**config.mk**
```make
export PLATFORM = sky130hd
export DESIGN_NAME = circ335_exerciser
export DESIGN_NICKNAME = d
export VERILOG_FILES = /design/src/rtl/circ335_pkg.sv /design/src/rtl/circ335_golden.sv /design/src/rtl/circ335_exerciser.sv
export SDC_FILE = /design/constraint.sdc
export NUM_CORES = 1
export LEC_CHECK = 0
export CORE_MARGIN = 1
export CORE_UTILIZATION = 45
export CTS_CLUSTER_SIZE = 10
export DETAILED_ROUTE_END_ITERATION = 7
export PLACE_DENSITY = 0.7
export SYNTH_ARGS = -nofsm -noshare
export SYNTH_HDL_FRONTEND = slang
export SYNTH_SLANG_ARGS = --single-unit
```
**constraint.sdc**
```tcl
create_clock -name clk -period 3.65 [get_ports clk]
set_input_delay 1.095 -clock clk [delete_from_list [all_inputs] [get_ports clk]]
set_output_delay 1.095 -clock clk [all_outputs]
set_load 0.02 [all_outputs]
```
**src/rtl/circ335_pkg.sv**
```systemverilog
// Shared definitions for the circ335 exerciser: state encodings, vector count
// and the golden {D,E} function of the circ335 circuit.
package circ335_pkg;

    localparam int unsigned NUM_VEC = 8;
    localparam int unsigned VEC_W   = 3;
    localparam int unsigned ERR_W   = 4;

    typedef enum logic [2:0] {
        IDLE   = 3'd0,
        APPLY  = 3'd1,
        SETTLE = 3'd2,
        SAMPLE = 3'd3,
        DONE   = 3'd4
    } state_t;

    // idx is {A,B,C} with A as the MSB; result is {D,E}
    function automatic logic [1:0] exp_de(input logic [VEC_W-1:0] idx);
        return {(idx[2] & idx[1]) | ~idx[0], ~idx[0]};
    endfunction

endpackage

```
**src/rtl/circ335_golden.sv**
```systemverilog
// Combinational reference model of circ335: D = (A&B) | ~C, E = ~C.
module circ335_golden
    import circ335_pkg::*;
(
    input  logic a,
    input  logic b,
    input  logic c,
    output logic d,
    output logic e
);

    assign {d, e} = exp_de({a, b, c});

endmodule

```
**src/rtl/circ335_exerciser.sv**
```systemverilog
// Walks all 8 input vectors through circ335, waits a settle window, checks {D,E}.
// Optional settle-time measurement is enabled with `define CIRC335_SETTLE_MEAS_EN.
module circ335_exerciser
    import circ335_pkg::*;
#(
    parameter int unsigned SETTLE_CYCLES = 6,
    parameter int unsigned SW            = 4
) (
    input  logic          clk,
    input  logic          rst_n,
    input  logic          start,
    output logic          a_o,
    output logic          b_o,
    output logic          c_o,
    input  logic          d_i,
    input  logic          e_i,
    output logic          busy,
    output logic          done,
    output logic          pass,
    output logic [3:0]    err_count,
    output logic [7:0]    fail_vec,
    output logic [SW-1:0] max_settle
);

    localparam int unsigned   SETTLE_EFF = (SETTLE_CYCLES == 0) ? 1 : SETTLE_CYCLES;
    localparam logic [SW-1:0] SETTLE_LD  = SW'(SETTLE_EFF);

    state_t              state_q, state_d;
    logic [VEC_W-1:0]    idx_q, idx_d;
    logic [SW-1:0]       cnt_q, cnt_d;
    logic [VEC_W-1:0]    abc_q, abc_d;
    logic                busy_q, busy_d;
    logic                done_q, done_d;
    logic                pass_q, pass_d;
    logic [ERR_W-1:0]    err_q, err_d;
    logic [NUM_VEC-1:0]  fail_q, fail_d;
    logic                exp_d_c, exp_e_c;

    circ335_golden u_golden (
        .a (idx_q[2]),
        .b (idx_q[1]),
        .c (idx_q[0]),
        .d (exp_d_c),
        .e (exp_e_c)
    );

    // State and result registers
    always_ff @(posedge clk) begin
        if (!rst_n) begin
            state_q <= IDLE;
            idx_q   <= '0;
            cnt_q   <= '0;
            abc_q   <= '0;
            busy_q  <= 1'b0;
            done_q  <= 1'b0;
            pass_q  <= 1'b0;
            err_q   <= '0;
            fail_q  <= '0;
        end else begin
            state_q <= state_d;
            idx_q   <= idx_d;
            cnt_q   <= cnt_d;
            abc_q   <= abc_d;
            busy_q  <= busy_d;
            done_q  <= done_d;
            pass_q  <= pass_d;
            err_q   <= err_d;
            fail_q  <= fail_d;
        end
    end

    // Next-state and next-output logic
    always_comb begin
        state_d = state_q;
        idx_d   = idx_q;
        cnt_d   = cnt_q;
        abc_d   = abc_q;
        busy_d  = busy_q;
        done_d  = 1'b0;
        pass_d  = pass_q;
        err_d   = err_q;
        fail_d  = fail_q;
        case (state_q)
            IDLE: begin
                if (start) begin
                    err_d   = '0;
                    fail_d  = '0;
                    pass_d  = 1'b0;
                    idx_d   = '0;
                    busy_d  = 1'b1;
                    state_d = APPLY;
                end
            end
            APPLY: begin
                abc_d   = idx_q;
                cnt_d   = SETTLE_LD;
                state_d = SETTLE;
            end
            SETTLE: begin
                if (cnt_q <= SW'(1)) begin
                    state_d = SAMPLE;
                end else begin
                    cnt_d = cnt_q - SW'(1);
                end
            end
            SAMPLE: begin
                if ({d_i, e_i} != {exp_d_c, exp_e_c}) begin
                    fail_d[idx_q] = 1'b1;
                    err_d         = err_q + ERR_W'(1);
                end
                if (idx_q == VEC_W'(NUM_VEC - 1)) begin
                    busy_d  = 1'b0;
                    done_d  = 1'b1;
                    pass_d  = (err_d == '0);
                    state_d = DONE;
                end else begin
                    idx_d   = idx_q + VEC_W'(1);
                    state_d = APPLY;
                end
            end
            DONE: begin
                state_d = IDLE;
            end
            default: begin
                state_d = IDLE;
            end
        endcase
    end

    assign {a_o, b_o, c_o} = abc_q;
    assign busy            = busy_q;
    assign done            = done_q;
    assign pass            = pass_q;
    assign err_count       = err_q;
    assign fail_vec        = fail_q;

`ifdef CIRC335_SETTLE_MEAS_EN
    logic [SW-1:0] t_q;
    logic [SW-1:0] max_q;
    logic [1:0]    prev_de_q;

    // t counts SETTLE cycles from 1; record t whenever {D,E} moved since the last edge
    always_ff @(posedge clk) begin
        if (!rst_n) begin
            t_q       <= '0;
            max_q     <= '0;
            prev_de_q <= '0;
        end else begin
            prev_de_q <= {d_i, e_i};
            if (state_q == IDLE && start) begin
                max_q <= '0;
            end else if (state_q == SETTLE && {d_i, e_i} != prev_de_q && t_q > max_q) begin
                max_q <= t_q;
            end
            if (state_q == APPLY) begin
                t_q <= SW'(1);
            end else if (state_q == SETTLE && t_q != '1) begin
                t_q <= t_q + SW'(1);
            end
        end
    end

    assign max_settle = max_q;
`else
    assign max_settle = '0;
`endif

endmodule

```
==> results of run 1 <==
worst max-delay path by stage:
stage	from	end	slack [ns]	depth (start not counted)
6_report	err_count[0]	err_count[0]	1.07	1
5_1_grt	err_count[0]	err_count[0]	0.99	1
4_1_cts	err_count[0]	err_count[0]	1.06	1
3_5_place_dp	d_i	err_count[0]	0.79	5
3_3_place_gp	d_i	err_count[0]	0.85	5
2_1_floorplan	d_i	pass	1.45	4
through the flow:
stage	total power, W	hold WS (ns)	utilization	setup WS, ns	area (sq um)
after floorplan	0.000431	0.490	-	1.45	1470
after global placement	0.000444	0.449	0.537	0.847	1640
after detailed placement	0.000448	0.455	0.537	0.787	1640
after CTS	0.000597	0.479	0.549	1.06	1680
after global routing	0.000625	0.499	0.549	0.987	1680
final	0.000592	0.480	0.549	1.07	1680
cell type report:
cell class	count	area, sq um	share of cell area
Multi-Input combinational cell	116	781	0.466
Sequential cell	28	561	0.335
Timing Repair Buffer	22	220	0.131
Tap cell	44	55.1	0.0329
Clock buffer	4	36.3	0.0217
Inverter	6	22.5	0.0134
cell usage after synthesis, types with 5 or more instances:
cell | instances | area, sq um
a21oi_1 | 9 | 45.0
a31oi_1 | 5 | 31.3
buf_4 | 5 | 37.5
dfxtp_1 | 28 | 561
ha_1 | 5 | 62.6
inv_1 | 6 | 22.5
nand2_1 | 15 | 56.3
nand3b_1 | 5 | 37.5
nor2_1 | 16 | 60.1
nor3_1 | 7 | 35.0
o21a_1 | 6 | 45.0
cell families (layout without fill, tap and decap cells):
group,after synthesis,after routing,synth area share
other cells,1,4,0.00258
buf+inv,21,32,0.0852
flops,28,28,0.386
simple gates,65,65,0.253
mux,3,3,0.0241
compound gates,38,38,0.201
xor+xnor,1,1,0.00603
fa+ha+maj,5,5,0.0430
registers in the layout, summed over array words and instances, names as in the netlist:
name and count:
busy 1, cnt_q 4, pass 1, idx_q 3, fail_vec 8, done 1, state_q 3, abc_q 3
err_count 4
power groups by stage:
stage	logic [W]	registers (W)	clock network, W
after floorplan	0.0000942	0.000336	0
after global placement	0.000102	0.000341	0
after detailed placement	0.000106	0.000342	0
after CTS	0.000107	0.000335	0.000155
after global routing	0.000119	0.000339	0.000167
final	0.000106	0.000336	0.000150
per-layer routing:
layer	vias to the layer above	GRT usage
li1	593	-
met1	555	0.257
met2	29	0.297
met3	4	0.0242
met4	0	0.0816
met5	-	0
==> flow_summary.ini, run 1 <==
[cells_and_area]
final_cell_mix = 28 x dfxtp_1, 22 x clkdlybuf4s50_1, 16 x nor2_1, 15 x nand2_1, 9 x a21oi_1
antenna_cells = 0
layout.nets = 187
stdcell_count = 220
final_common_cell = dfxtp_1
drive_gt1_frac = 0.0966
syn_to_final_growth_pct = 15.2
fill_cells = 314

[critical_path]
critical-path-top-delay-family = buffers and inverters
cp-end-kind = output port
slowest_stage = clkdlybuf4s50_1
startpoint_type = flip-flop
r2r_start = idx_q[0]
worstPathArrival_ns = 1.48
path_class = flip-flop to output port
crit_chain = clkdlybuf4s50_1
crit_buf_inv = 1
worstPathRequired_ns = 2.55
r2r_slack_ns = 1.73
slowest_delay_ns = 0.66
r2r_end = pass
path_max_fanout = 9
rr_worst_depth = 6

[timing]
fin_crit_sh = 0.705
finalClockSkew_ns = 0.00882
worstMarginPinSlew_ns = 0.561
setup_viol = 0
slew-limit-headroom = 0.623
post-route-min-period_ns = 2.58
tns_ns = 0
hold_violations = 0
slew_viol_final = 0
max_clock_freq_ghz = 0.388
rsz0062_at_grt = false

[worst_hold_path]
hp-start = abc_q[1]
hold_end = abc_q[1]
whs_path_depth = 2
hp-class = flip-flop to flip-flop

[floorplan]
coreArea_sq_um = 3050
boundaryPins = 27
die_h_um = 58.8
rows = 20
die_width_um = 58.8
die_area_sq_um = 3460
start_util = 0.476

[detailed_routing]
wire_per_inst_um = 12.8
wl_met2_mm = 1.34
dr.first_iter.drc_count = 60
via_per_inst = 5.37
wl_met1_mm = 1.33
postRouteAntennaNets = 0
wl_mm = 2.83
wl_met3_um = 110
num_vias = 1181
drc = 0
top_layer_used = met4
drtPass1Iterations = 4

[global_route]
grt_start_max_net_pins = 16
grt_pass1_vias = 1079
antenna_found_initial = 0
overflow = 0
grt_pass1_wl_mm = 4.93
grt.total_usage = 0.188

[clock_network]
path_clk_slew_ns = 0.15
ctsRootBufferMaster = clkbuf_4
cts.sink_count = 28
cts_tree = built
cts_resized = 0
htreeDepth = 1
post_cts_buffers = 0
ctsHoldBuffers = 0
insertion_delay_ns = 0.33
ctsLongestPathBuffers = 2
cts_buffers = 3

[place]
place_hpwl_mm = 2.11
place.gp.congestion = 0.811
placed_cells = 216
portBuffers = 22

[synthesis]
ys_types = 47
ys_ff_latch = 28
synth-async-reset-ratio = 0
ys_warn_count = 0
synth.avg_cell_area_sq_um = 8.97
syn_area_sq_um = 1450
synth_seq_area_share = 0.386
dominantRegCellSynth = dfxtp_1
syn_inst = 162
synth-edff-count = 0

[power_and_ir_drop]
leakage_nw = 0.631
seq_power_share = 0.568
pwr-share-clk = 0.253
pwr-share-comb = 0.179
power.internal_w = 0.000424
ir_worst_vdd_uv = 201
swShare = 0.283
cellPowerDensity_nw_per_um2 = 353
p_sw_w = 0.000168

[outcome]
status = complete, no violations

[run]
drv_cap = 0
(Power assumes the default switching activity.)
==> inputs of run 2 (changes only) <==
PLACE_DENSITY = 0.73   (was 0.7)
clock period = 2.3 ns   (was 3.65 ns; I/O delays follow)
==> flow_summary.ini, run 2 (synthesized netlist as in run 1, its figures left out) <==
[cells_and_area]
syn_to_final_growth_pct = 18.4
final_common_cell = dfxtp_1
antenna_cells = 0
largest_reg_flops = 8
drive_gt1_frac = 0.117
final_core_util = 0.564
layout.nets = 191
stdcell_count = 224
final_cell_mix = 28 x dfxtp_1, 22 x clkdlybuf4s50_1, 16 x nor2_1, 15 x nand2_1, 9 x a21oi_1

[clock_network]
ctsHoldBuffers = 0
htreeDepth = 1
path_clk_slew_ns = 0.15
ctsRootBufferMaster = clkbuf_4
cts_tree = built
cts_resized = 0
insertion_delay_ns = 0.32
post_cts_buffers = 0
cts_buffers = 3
ctsLongestPathBuffers = 2
cts.sink_count = 28

[timing]
fin_hold_ws_ns = 0.472
worstMarginPinSlew_ns = 0.598
slew-limit-headroom = 0.598
finalClockSkew_ns = 0.00121
setup_viol = 0
post-route-min-period_ns = 2.20
hold_violations = 0
slew_viol_final = 0
rsz0062_at_grt = false
finalWorstSetupSlack_ns = 0.102
fin_crit_sh = 0.956
max_clock_freq_ghz = 0.455

[power_and_ir_drop]
power_w = 0.00103
ir_worst_vdd_uv = 313
leakage_nw = 0.658
cellPowerDensity_nw_per_um2 = 598

[critical_path]
critical-path-top-delay-family = buffers and inverters
worstPathRequired_ns = 1.61
path_max_fanout = 9
path_class = flip-flop to output port
worstPathArrival_ns = 1.51
cp-end-kind = output port
crit_buf_inv = 1
r2r_end = pass
crit_cells = 1
slowest_delay_ns = 0.66
r2r_start = idx_q[2]
startpoint_type = flip-flop
r2r_slack_ns = 0.45
slowest_stage = clkdlybuf4s50_1
crit_chain = clkdlybuf4s50_1
rr_worst_depth = 4

[worst_hold_path]
hp-start = abc_q[1]
whs_path_depth = 2
hp-class = flip-flop to flip-flop
hold_end = abc_q[1]

[place]
placed_cells = 220
place.gp.congestion = 0.763
place_worst_setup_slack_ns = -0.143
portBuffers = 22
place_hpwl_mm = 2.27

[global_route]
grt_pass1_vias = 1164
grt_pass1_wl_mm = 5.21
overflow = 0
antenna_found_initial = 0
grt_start_max_net_pins = 17
grt.total_usage = 0.195

[detailed_routing]
num_vias = 1207
drtPass1Iterations = 4
via_per_inst = 5.39
dr.first_iter.drc_count = 56
drc = 0
wl_mm = 3.05
wire_per_inst_um = 13.6
postRouteAntennaNets = 0

[run]
drv_cap = 0

[floorplan]
die_h_um = 58.8
die_area_sq_um = 3460
rows = 20
die_width_um = 58.8
coreArea_sq_um = 3050
start_util = 0.476
boundaryPins = 27

[outcome]
status = complete, no violations
-- run 2: area by class of cell --
cell class	count	area [sq um]
fillers	300	1330
multi-input cells	116	781
flip-flops and latches	28	561
repair buffers	26	250
well taps	44	55.1
clock inverters	1	30.0
clock buffers	3	22.5
inverters	6	22.5
-- run 2: worst max path at each step --
stage / from / endpoint
final: err_count[0] / err_count[0]
after global routing: err_count[0] / err_count[0]
after CTS: err_count[0] / err_count[0]
after detailed placement: d_i / err_count[0]
after global placement: d_i / err_count[0]
after floorplan: d_i / pass
-- run 2: power breakdown --
| group | internal, W | switching (W) | total [W] |
|---|---|---|---|
| Clock | 0.000176 | 0.000143 | 0.000319 |
| Sequential | 0.000505 | 0.0000257 | 0.000531 |
| Combinational | 0.0000776 | 0.000102 | 0.000180 |
| Total | 0.000759 | 0.000271 | 0.00103 |
-- run 2: per-layer routing --
metal,vias to the layer above,track usage,part of all wire
li1,600,-,-
met1,578,0.242,0.45
met2,27,0.356,0.50
met3,2,0.0220,0.042
met4,0,0.0544,0.0076
met5,-,0,0
-- run 2: metrics by stage --
stage / TNS (ns) / cell area, sq um
2_1_floorplan: 0 / 1470
3_3_place_gp: -0.183 / 1670
3_5_place_dp: -0.578 / 1670
4_1_cts: 0 / 1720
5_1_grt: 0 / 1720
6_report: 0 / 1720
==> inputs of run 3 (changes only) <==
clock period = 2 ns   (was 2.3 ns; I/O delays follow)
==> flow_summary.ini, run 3 (synthesized netlist as in run 1, its figures left out) <==
[worst_hold_path]
hp-start = abc_q[1]
whs_path_depth = 2
hold_end = abc_q[1]
hp-class = flip-flop to flip-flop

[timing]
rsz0062_at_grt = false
slew-limit-headroom = 0.622
finalClockSkew_ns = 0.00526
slew_viol_final = 0
setup_viol = 0
tns_ns = 0
fin_crit_sh = 0.974
post-route-min-period_ns = 1.95
hold_violations = 0
finalWorstSetupSlack_ns = 0.0520
max_clock_freq_ghz = 0.513
worstMarginPinSlew_ns = 0.562

[global_route]
grt_start_max_net_pins = 15
grt_pass1_vias = 1060
overflow = 0
grt_use_met1 = 0.234
busiest_layer = met2
gr-usage-met3 = 0.0198
grtUsageMet2 = 0.305
grt_pass1_wl_mm = 4.72
grt.total_usage = 0.179
antenna_found_initial = 0

[run]
drv_cap = 0

[cells_and_area]
stdcell_count = 227
largest_reg_flops = 8
syn_to_final_growth_pct = 18.6
multi_input_area_sq_um = 782
antenna_cells = 0
final_common_cell = dfxtp_1
seqCellArea_sq_um = 563
drive_gt1_frac = 0.148
final_cell_mix = 26 x dfxtp_1, 18 x clkdlybuf4s50_1, 16 x nor2_1, 15 x nand2_1, 9 x a21oi_1
layout.nets = 195
final_core_util = 0.565
fill_cells = 302

[power_and_ir_drop]
cellPowerDensity_nw_per_um2 = 609
swShare = 0.289
pwr-share-comb = 0.204
p_sw_w = 0.000303
power.internal_w = 0.000747
pwr-share-clk = 0.216
power_w = 0.00105
seq_power_share = 0.580
ir_worst_vdd_uv = 388
leakage_nw = 0.699

[critical_path]
worstPathRequired_ns = 2.25
crit_chain = clkdlybuf4s50_1 -> and3b_4 -> o311a_1 -> o32a_1 -> o32ai_2
slowest_stage = clkdlybuf4s50_1
worstPathArrival_ns = 2.20
path_max_fanout = 4
r2r_slack_ns = 0.34
r2r_start = cnt_q[1]
cp-end-kind = flip-flop
path_class = input port to flip-flop
slowest_delay_ns = 0.51
r2r_end = cnt_q[1]
rr_worst_depth = 6
startpoint_type = input port

[detailed_routing]
dr.first_iter.drc_count = 52
drtPass1Iterations = 4
via_per_inst = 5.30
drc = 0
wire_per_inst_um = 12.9
wl_mm = 2.92
num_vias = 1202
postRouteAntennaNets = 0

[floorplan]
die_width_um = 58.8
die_area_sq_um = 3460
die_h_um = 58.8
coreArea_sq_um = 3050
boundaryPins = 27
start_util = 0.476
rows = 20

[clock_network]
ctsLongestPathBuffers = 2
htreeDepth = 1
insertion_delay_ns = 0.32
cts_tree = built
cts.sink_count = 28
cts_buffers = 3
path_clk_slew_ns = 0.14
ctsHoldBuffers = 0
ctsRootBufferMaster = clkbuf_4

[outcome]
status = complete, no violations

[place]
portBuffers = 22
place_hpwl_mm = 2.25
placed_cells = 224
place.gp.congestion = 0.774
place_worst_setup_slack_ns = -0.349
run 3: changes by cell type in the layout (fill, tap and decap cells not counted):
cell	previous run	this run
dlymetal6s2s_1	0	1
buf_4	4	8
dfxtp_1	28	26
o311a_2	0	1
a21boi_0	1	0
clkdlybuf4s50_1	22	18
bufinv_16	1	0
dfxtp_2	0	2
o311a_1	2	1
dlygate4sd2_1	0	3
a21boi_1	0	1
run 3: timing repair:
item,4_1_cts,5_1_grt
hold endpoints to repair,0,0
endpoints found under the setup margin,5,8
buffers inserted,0,0
pin swaps,1,0
gates resized for setup,5,3
run 3: layout make-up:
cell class	count	share of cell area
inverters	6	0.0131
multi-input cells	116	0.454
flip-flops and latches	28	0.327
well taps	44	0.0319
clock buffers	3	0.0131
repair buffers	30	0.162
run 3: how the worst max path moves through the flow:
| stage | startpoint | endpoint | slack, ns | cells past startpoint |
|---|---|---|---|---|
| after floorplan | d_i | pass | 0.29 | 4 |
| after global placement | d_i | err_count[0] | -0.28 | 5 |
| after detailed placement | d_i | err_count[0] | -0.35 | 5 |
| after CTS | d_i | err_count[0] | 0.01 | 5 |
| after global routing | d_i | err_count[0] | 0.002 | 5 |
| final | d_i | pass | 0.05 | 5 |
run 3: power by group through the flow:
stage,clock (W),sequential (W),combinational (W)
final,0.000227,0.000610,0.000214
after global routing,0.000259,0.000613,0.000234
after CTS,0.000238,0.000609,0.000217
after detailed placement,0,0.000622,0.000216
after global placement,0,0.000619,0.000206
after floorplan,0,0.000614,0.000172
run 3: stage by stage:
stage / cell area (sq um) / hold WS (ns)
floorplan: 1470 / 0.490
global placement: 1700 / 0.448
detailed placement: 1700 / 0.456
CTS: 1720 / 0.479
global route: 1720 / 0.502
finish: 1720 / 0.472
run 3: critical path: cells and delay by family:
family,cells,cell delay (ns)
and+or+nand+nor,1,0.22
AOI/OAI and AO/OA,3,0.87
buffers and inverters,1,0.51
run 3: per-layer routing:
layer | up-vias | part of all wire
li1 | 611 | -
met1 | 563 | 0.47
met2 | 26 | 0.48
met3 | 2 | 0.039
met4 | 0 | 0.0058
met5 | - | 0
